[src/rtl/hazard_ctrl_pkg.sv]
// Shared types and constants for the pipeline hazard controller.
package hazard_pkg;

    typedef enum logic [1:0] {
        RUN     = 2'd0,
        LDSTALL = 2'd1,
        MEMWAIT = 2'd2
    } state_t;

    localparam logic [1:0] FWD_NONE = 2'b00;
    localparam logic [1:0] FWD_W    = 2'b01;
    localparam logic [1:0] FWD_M    = 2'b10;

endpackage

[src/rtl/hazard_ctrl_fwd.sv]
// Single-operand forwarding comparator: memory-stage result wins over writeback.
module fwd_unit
    import hazard_pkg::*;
#(
    parameter int M = 4
) (
    input  logic [M-1:0] i_src_addr,
    input  logic [M-1:0] i_dst_M,
    input  logic         i_wen_M,
    input  logic [M-1:0] i_dst_W,
    input  logic         i_wen_W,
    output logic [1:0]   o_sel
);

    always_comb begin
        o_sel = FWD_NONE;
        if (i_wen_M && (i_src_addr == i_dst_M)) begin
            o_sel = FWD_M;
        end else if (i_wen_W && (i_src_addr == i_dst_W)) begin
            o_sel = FWD_W;
        end
    end

endmodule

[src/rtl/hazard_ctrl.sv]
// Pipeline hazard controller: memory-wait stalls, branch flushes, load-use bubbles, forwarding.
// Optional memory-wait abort is enabled with the HAZARD_TIMEOUT_EN macro.
module hazard_ctrl
    import hazard_pkg::*;
#(
    parameter int M       = 4,
    parameter int C       = 16,
    parameter int TIMEOUT = 255
) (
    input  logic         clk,
    input  logic         rst,
    input  logic [M-1:0] regA_addr_D,
    input  logic [M-1:0] regB_addr_D,
    input  logic         useA_D,
    input  logic         useB_D,
    input  logic [M-1:0] regA_addr_E,
    input  logic [M-1:0] regB_addr_E,
    input  logic [M-1:0] regScr_E,
    input  logic         regw_E,
    input  logic         regmem_E,
    input  logic [M-1:0] regScr_M,
    input  logic         regw_M,
    input  logic [M-1:0] regScr_W,
    input  logic         regw_W,
    input  logic         branch_E,
    input  logic         mem_req_M,
    input  logic         mem_ack,
    output logic         stall_F,
    output logic         stall_D,
    output logic         stall_E,
    output logic         stall_M,
    output logic         flush_D,
    output logic         flush_E,
    output logic [1:0]   fwdA_E,
    output logic [1:0]   fwdB_E,
    output logic         mem_timeout,
    output logic [C-1:0] stall_cnt,
    output logic [C-1:0] flush_cnt
);

    state_t         r_state;
    state_t         w_next;
    logic           w_wait;
    logic           w_load_use;
    logic           w_tmo_hit;
    logic [1:0]     w_fwdA;
    logic [1:0]     w_fwdB;
    logic [C-1:0]   r_stall_cnt;
    logic [C-1:0]   r_flush_cnt;

    assign w_wait     = mem_req_M & ~mem_ack;
    assign w_load_use = regmem_E & regw_E &
                        ((useA_D & (regA_addr_D == regScr_E)) |
                         (useB_D & (regB_addr_D == regScr_E)));

`ifdef HAZARD_TIMEOUT_EN
    localparam logic [7:0] TMO_LAST = 8'(TIMEOUT - 1);
    logic [7:0] r_wait_cnt;
    logic       r_timeout;

    // The abort cycle itself releases the stalls, so the counter restarts there.
    assign w_tmo_hit = w_wait && (r_wait_cnt == TMO_LAST);

    always_ff @(posedge clk or negedge rst) begin
        if (!rst) begin
            r_wait_cnt <= '0;
            r_timeout  <= 1'b0;
        end else begin
            r_timeout  <= r_timeout | w_tmo_hit;
            r_wait_cnt <= (w_wait && !w_tmo_hit) ? r_wait_cnt + 8'd1 : 8'd0;
        end
    end

    assign mem_timeout = rst & (r_timeout | w_tmo_hit);
`else
    assign w_tmo_hit   = 1'b0;
    assign mem_timeout = 1'b0;
`endif

    always_ff @(posedge clk or negedge rst) begin
        if (!rst) begin
            r_state <= RUN;
        end else begin
            r_state <= w_next;
        end
    end

    // Priority: memory wait, then branch, then load-use. A deferred branch stays in execute.
    always_comb begin
        w_next  = RUN;
        stall_F = 1'b0;
        stall_D = 1'b0;
        stall_E = 1'b0;
        stall_M = 1'b0;
        flush_D = 1'b0;
        flush_E = 1'b0;
        if (w_wait && !w_tmo_hit) begin
            stall_F = 1'b1;
            stall_D = 1'b1;
            stall_E = 1'b1;
            stall_M = 1'b1;
            w_next  = MEMWAIT;
        end else if (branch_E) begin
            flush_D = 1'b1;
            flush_E = 1'b1;
        end else if (w_load_use) begin
            stall_F = 1'b1;
            stall_D = 1'b1;
            flush_E = 1'b1;
            w_next  = (r_state == LDSTALL) ? RUN : LDSTALL;
        end
        if (!rst) begin
            w_next  = RUN;
            stall_F = 1'b0;
            stall_D = 1'b0;
            stall_E = 1'b0;
            stall_M = 1'b0;
            flush_D = 1'b0;
            flush_E = 1'b0;
        end
    end

    fwd_unit #(.M(M)) u_fwd_a (
        .i_src_addr (regA_addr_E),
        .i_dst_M    (regScr_M),
        .i_wen_M    (regw_M),
        .i_dst_W    (regScr_W),
        .i_wen_W    (regw_W),
        .o_sel      (w_fwdA)
    );

    fwd_unit #(.M(M)) u_fwd_b (
        .i_src_addr (regB_addr_E),
        .i_dst_M    (regScr_M),
        .i_wen_M    (regw_M),
        .i_dst_W    (regScr_W),
        .i_wen_W    (regw_W),
        .o_sel      (w_fwdB)
    );

    assign fwdA_E = rst ? w_fwdA : FWD_NONE;
    assign fwdB_E = rst ? w_fwdB : FWD_NONE;

    always_ff @(posedge clk or negedge rst) begin
        if (!rst) begin
            r_stall_cnt <= '0;
            r_flush_cnt <= '0;
        end else begin
            if (stall_F && (r_stall_cnt != '1)) r_stall_cnt <= r_stall_cnt + 1'b1;
            if (flush_E && (r_flush_cnt != '1)) r_flush_cnt <= r_flush_cnt + 1'b1;
        end
    end

    assign stall_cnt = r_stall_cnt;
    assign flush_cnt = r_flush_cnt;

endmodule

[config.mk]
export PLATFORM = sky130hd
export DESIGN_NAME = hazard_ctrl
export DESIGN_NICKNAME = d
export VERILOG_FILES = /design/src/rtl/hazard_ctrl_pkg.sv /design/src/rtl/hazard_ctrl_fwd.sv /design/src/rtl/hazard_ctrl.sv
export SDC_FILE = /design/constraint.sdc
export NUM_CORES = 1
export LEC_CHECK = 0
export CELL_PAD_IN_SITES_DETAIL_PLACEMENT = 1
export CELL_PAD_IN_SITES_GLOBAL_PLACEMENT = 1
export CORE_MARGIN = 2
export CORE_UTILIZATION = 35
export DETAILED_ROUTE_END_ITERATION = 10
export PLACE_DENSITY = 0.87
export SLEW_MARGIN = 30
export SYNTH_ARGS = -nofsm -noshare
export SYNTH_HDL_FRONTEND = slang
export SYNTH_HIERARCHICAL = 1
export SYNTH_SLANG_ARGS = --single-unit
[constraint.sdc]
create_clock -name clk -period 5.46 [get_ports clk]
set_clock_uncertainty 0.05 [all_clocks]
set_input_delay 0.819 -clock clk [delete_from_list [all_inputs] [get_ports clk]]
set_output_delay 0.819 -clock clk [all_outputs]
set_load 0.005 [all_outputs]
======== After elaboration in Yosys (flattened, before gate mapping) ========
Index checks and enable logic that the tools add are counted.
word-level totals
  memories kept ........................... 0
  memory bits (read-only) ................. 0
  register bits ........................... 32
  bits of input ports ..................... 39
  RAM bits ................................ 0
  output and inout bits ................... 43
  latch bits .............................. 0
  word-level logic and storage cells ...... 43
operators by class
  eq/ne operators ......................... 8
  shift operators ......................... 0
  add/subtract/negate cells ............... 2
  divide/modulo/power cells ............... 0
  magnitude comparators ................... 0
  mux-type cells .......................... 18
  reduce and logical (&&, ||, !) cells .... 6
  $mul .................................... 0
  bitwise gates (word level) .............. 7
operator list
  operator                                       number
  adder 16 x 1 -> 16 bit, second input constant  2
  inequality test 16 bit, second input constant  2
  == test 4 bit                                  6
  two-way mux 1 bit                              14
  two-way mux 2 bit                              4
  logical AND 1 bit                              6
  bitwise AND 1 bit                              5
  NOT 1 bit                                      1
  OR 1 bit                                       1

======== Depth between registers and ports, before layout ========
  depth in word-level cells ............... 9
  mapped depth ............................ 7
  depth with buffers taken out ............ 7

======== Modules after synthesis ========
Netlist, hierarchy kept.
modules (own cells, without submodules)
  module       instances  seq. area each (µm²)  cells an instance  area an instance (µm²)
  hazard_ctrl  1          800.8                 172                1826.8
  fwd_unit     2          0.0                   16                 115.1

======== Worst setup path before layout ========
No wires, ideal clock.
  path type ............................... input-to-output
  start point ............................. in mem_ack
  end point ............................... out stall_F
  arrival ................................. 1.689 ns
  path slack .............................. 2.902 ns
  stages .................................. 6
  required time ........................... 4.591 ns
  buffers on the path ..................... 1
  path through ............................ nand2b_1 > or2_1 > clkinv_1 > nor2_2 > inv_1 > buf_4
between the ends
  longest elaborated chain between the ends .. 4
RTL lines
  element                          RTL line           text
  start, declared                  hazard_ctrl.sv:27  input logic mem_ack,
  NOT 1 bit                        hazard_ctrl.sv:51  assign w_wait = mem_req_M & ~mem_ack;
  bitwise AND 1 bit                hazard_ctrl.sv:51
  two-way mux 1 bit (2 in series)  -
  end, declared                    hazard_ctrl.sv:28  output logic stall_F,
No other way between the ends.

======== Worst setup path after layout ========
  start point ............................. in regScr_E[0]
  end point ............................... out flush_E
between the ends
  longest elaborated chain between the ends .. 8
  elaborated cells between the ends (all ways) .. 10
  classes of those cells .................. 2 x eq/ne; 4 x mux; 4 x bitwise
RTL lines
  element                                      RTL line                              text
  start, declared                              hazard_ctrl.sv:18                     input logic [M-1:0] regScr_E,
  == test 4 bit, on equally long branches      hazard_ctrl.sv:53, hazard_ctrl.sv:54
  bitwise AND 1 bit, on equally long branches  hazard_ctrl.sv:53, hazard_ctrl.sv:54
  OR 1 bit (*)                                 hazard_ctrl.sv:53                     ((useA_D & (regA_addr_D == regScr_E)) |
  bitwise AND 1 bit (*)                        hazard_ctrl.sv:52                     assign w_load_use = regmem_E & regw_E &
  two-way mux 1 bit (*)                        hazard_ctrl.sv:106                    end else if (w_load_use) begin
  two-way mux 1 bit (*)                        hazard_ctrl.sv:103                    end else if (branch_E) begin
  two-way mux 1 bit (*)                        hazard_ctrl.sv:97                     if (w_wait && !w_tmo_hit) begin
  two-way mux 1 bit (*)                        hazard_ctrl.sv:112                    if (!rst) begin
  end, declared                                hazard_ctrl.sv:33                     output logic flush_E,
Every way passes the cells marked *; elsewhere a longest branch is shown, timed or not.

==> impl_metrics.json <==
{
  "ctsHoldBuffers": 0,
  "p_per_area_nw_per_um2": 250,
  "path_cells": "clkdlybuf4s50_1, xnor2_2, nand4_2, o32ai_2, or2_1, clkdlybuf4s50_1",
  "layout_commonest_cell": "clkdlybuf4s50_1",
  "max_freq_mhz": 264,
  "fillers": 637,
  "min_period_ps": 3790,
  "vdd_drop_max_v": 0.000248,
  "startpoint_type": "input pin",
  "tightest_slew_ps": 569,
  "drt-pass1-iter-count": 4,
  "tns_ps": 0,
  "cpMostUsedCell": "clkdlybuf4s50_1",
  "async_flop_share": 1.00,
  "cts.path.max_buffers": 2,
  "overflow": 0,
  "numCtsBuffers": 5,
  "synth-edff-count": 0,
  "drive_above_1_share": 0.121,
  "cp_top_family": "buffers and inverters",
  "ys_seq_area_frac": 0.389,
  "cts_root_buffer": "clkbuf_8",
  "clkSlewWorstSetupHoldPaths_ps": 60,
  "synthCells": 204,
  "synth-seq-cells": 32,
  "criticalPathCategory": "in -> out",
  "setup_viol": 0,
  "hp-class": "reg -> reg",
  "diodes": 0,
  "status": "completed",
  "arrival_ps": 2920,
  "timing.rr.end": "flush_cnt[1]",
  "worstHoldStart": "flush_cnt[6]",
  "cp-end-kind": "output pin",
  "via_per_inst": 5.19,
  "max-slew-margin-rel": 0.621,
  "final_nets": 329,
  "initial_core_util": 0.367,
  "ys.flop_type": "dfrtp_1",
  "synthToLayoutAreaGrowth_pct": 46.5,
  "core_area_sq_um": 5610,
  "path_buf_inv": 2,
  "portBuffers": 80,
  "drt.antenna.violating_nets": 0,
  "finalWirelength_um": 5710,
  "rows": 27,
  "htree_levels": 2,
  "fin_crit_sh": 0.695,
  "io_pins": 82,
  "cpMaxStageDelayCell": "clkdlybuf4s50_1",
  "most-common-layout-cells": "79 x clkdlybuf4s50_1, 32 x dfrtp_1, 21 x xor2_1",
  "hpwl_um": 4560,
  "r2r_start": "flush_cnt[1]",
  "globalplace.congestion": 0.861,
  "synth_area_sq_um": 2060,
  "leakage_nw": 1.26,
  "globalRouteTotalUtil": 0.194,
  "finalMaxSlewViolations": 0,
  "die_width_um": 80.7,
  "post_synth.cell_area_avg_sq_um": 10.1,
  "critPathRequiredTime_ps": 4590,
  "wl_per_cell_um": 15.8,
  "post-place-ws_ps": 1650,
  "dieArea_sq_um": 6510,
  "grt_max_degree": 37,
  "via_count": 1874,
  "hold_viol_final": 0,
  "min_to": "flush_cnt[6]",
  "postLayoutCoreUtil": 0.537,
  "tritoncts": "built",
  "hold_depth": 1,
  "reg2reg_depth": 6,
  "antenna_found_initial": 0,
  "maxCapViolations": 0,
  "drc": 0,
  "ys_types": 44,
  "worstSkewPairLatency_ps": 280,
  "post_cts_buffers": 0,
  "worst_path_largest_cell_delay_ps": 560,
  "final.setup.worst_slack_ps": 1670,
  "yosysWarnings": 6,
  "die_h_um": 80.7,
  "syn-num-nets": 245,
  "cp_max_fo": 8,
  "drt_iter0_drc": 32,
  "clock_sinks": 32,
  "grt_first_pass_wirelength_um": 9760,
  "regToRegSetupSlack_ps": 3300,
  "rsz0062_at_grt": "false",
  "cts_resized": 0,
  "grt_pass1_vias": 2029
}
[flip-flops by register name, indices dropped and copies added (netlist names)]
signal     flops
flush_cnt     16
stall_cnt     16
[per-stage QoR]
| step | cells | instance area [sq um] | power, mW | hold WS [ps] |
|---|---|---|---|---|
| final | 361 | 3010 | 0.754 | 448 |
| after global placement | 353 | 2920 | 0.556 | 439 |
| after detailed placement | 353 | 2920 | 0.572 | 442 |
| after CTS | 361 | 3010 | 0.764 | 451 |
| after global routing | 361 | 3010 | 0.804 | 461 |
| after floorplan | 204 | 2060 | 0.417 | 427 |
[worst max-delay path by stage]
stage,start,endpoint,cells after the start,slack [ps]
3_3_place_gp,regScr_E[0],flush_E,6,1740
2_1_floorplan,mem_ack,stall_F,6,2900
4_1_cts,regScr_E[0],flush_E,6,1650
5_1_grt,regScr_E[0],flush_E,6,1550
3_5_place_dp,regScr_E[0],flush_E,6,1650
6_report,regScr_E[0],flush_E,6,1670
[area by class of cell]
class                           count  area (sq um)  area share
Clock inverter                      2          10.0     0.00332
Timing Repair Buffer               81           803       0.267
Tap cell                           72          90.1      0.0299
Multi-Input combinational cell    157          1180       0.393
Inverter                           11          41.3      0.0137
Sequential cell                    32           801       0.266
Clock buffer                        6          82.6      0.0274
[per-layer routing]
layer,vias to the layer above,wire [um],GRT usage
met4,0,37,0.0254
met3,7,283,0.0584
met5,-,0,0
li1,883,-,-
met2,47,3060,0.366
met1,937,2330,0.219
[cell usage after synthesis, drive strengths merged (3+ instances only)]
master,instances,share of area
and3,7,0.021
xor2,21,0.089
and2,4,0.012
a21oi,4,0.015
buf,4,0.015
inv,10,0.018
nor2,12,0.023
nor3,7,0.027
dfrtp,32,0.39
nand3,13,0.036
nor4,5,0.018
xnor2,23,0.11
nand2,11,0.020
or2,4,0.012
nand4,13,0.043
mux2,3,0.020
o21ai,4,0.012
nand2b,5,0.015
[report_power, final]
group	switching, mW	total, mW	leakage (nW)	internal (mW)
logic	0.0894	0.235	0.786	0.146
clock network	0.0883	0.189	0.0510	0.101
registers	0.0546	0.330	0.422	0.276
total	0.232	0.754	1.26	0.522
[cells by family (layout without fill, tap and decap cells)]
logic type | after synthesis | in the layout | share of synthesized area
AO/OA/AOI/OAI | 17 | 17 | 0.0724
XOR/XNOR | 44 | 44 | 0.202
adder cells (fa/ha/maj) | 2 | 2 | 0.0122
buffers and inverters | 15 | 100 | 0.0347
flip-flops | 32 | 32 | 0.389
multiplexers | 4 | 4 | 0.0249
other | 1 | 1 | 0.00182
AND/OR/NAND/NOR | 89 | 89 | 0.263
Note: power is estimated with default switching activity, not from simulation.
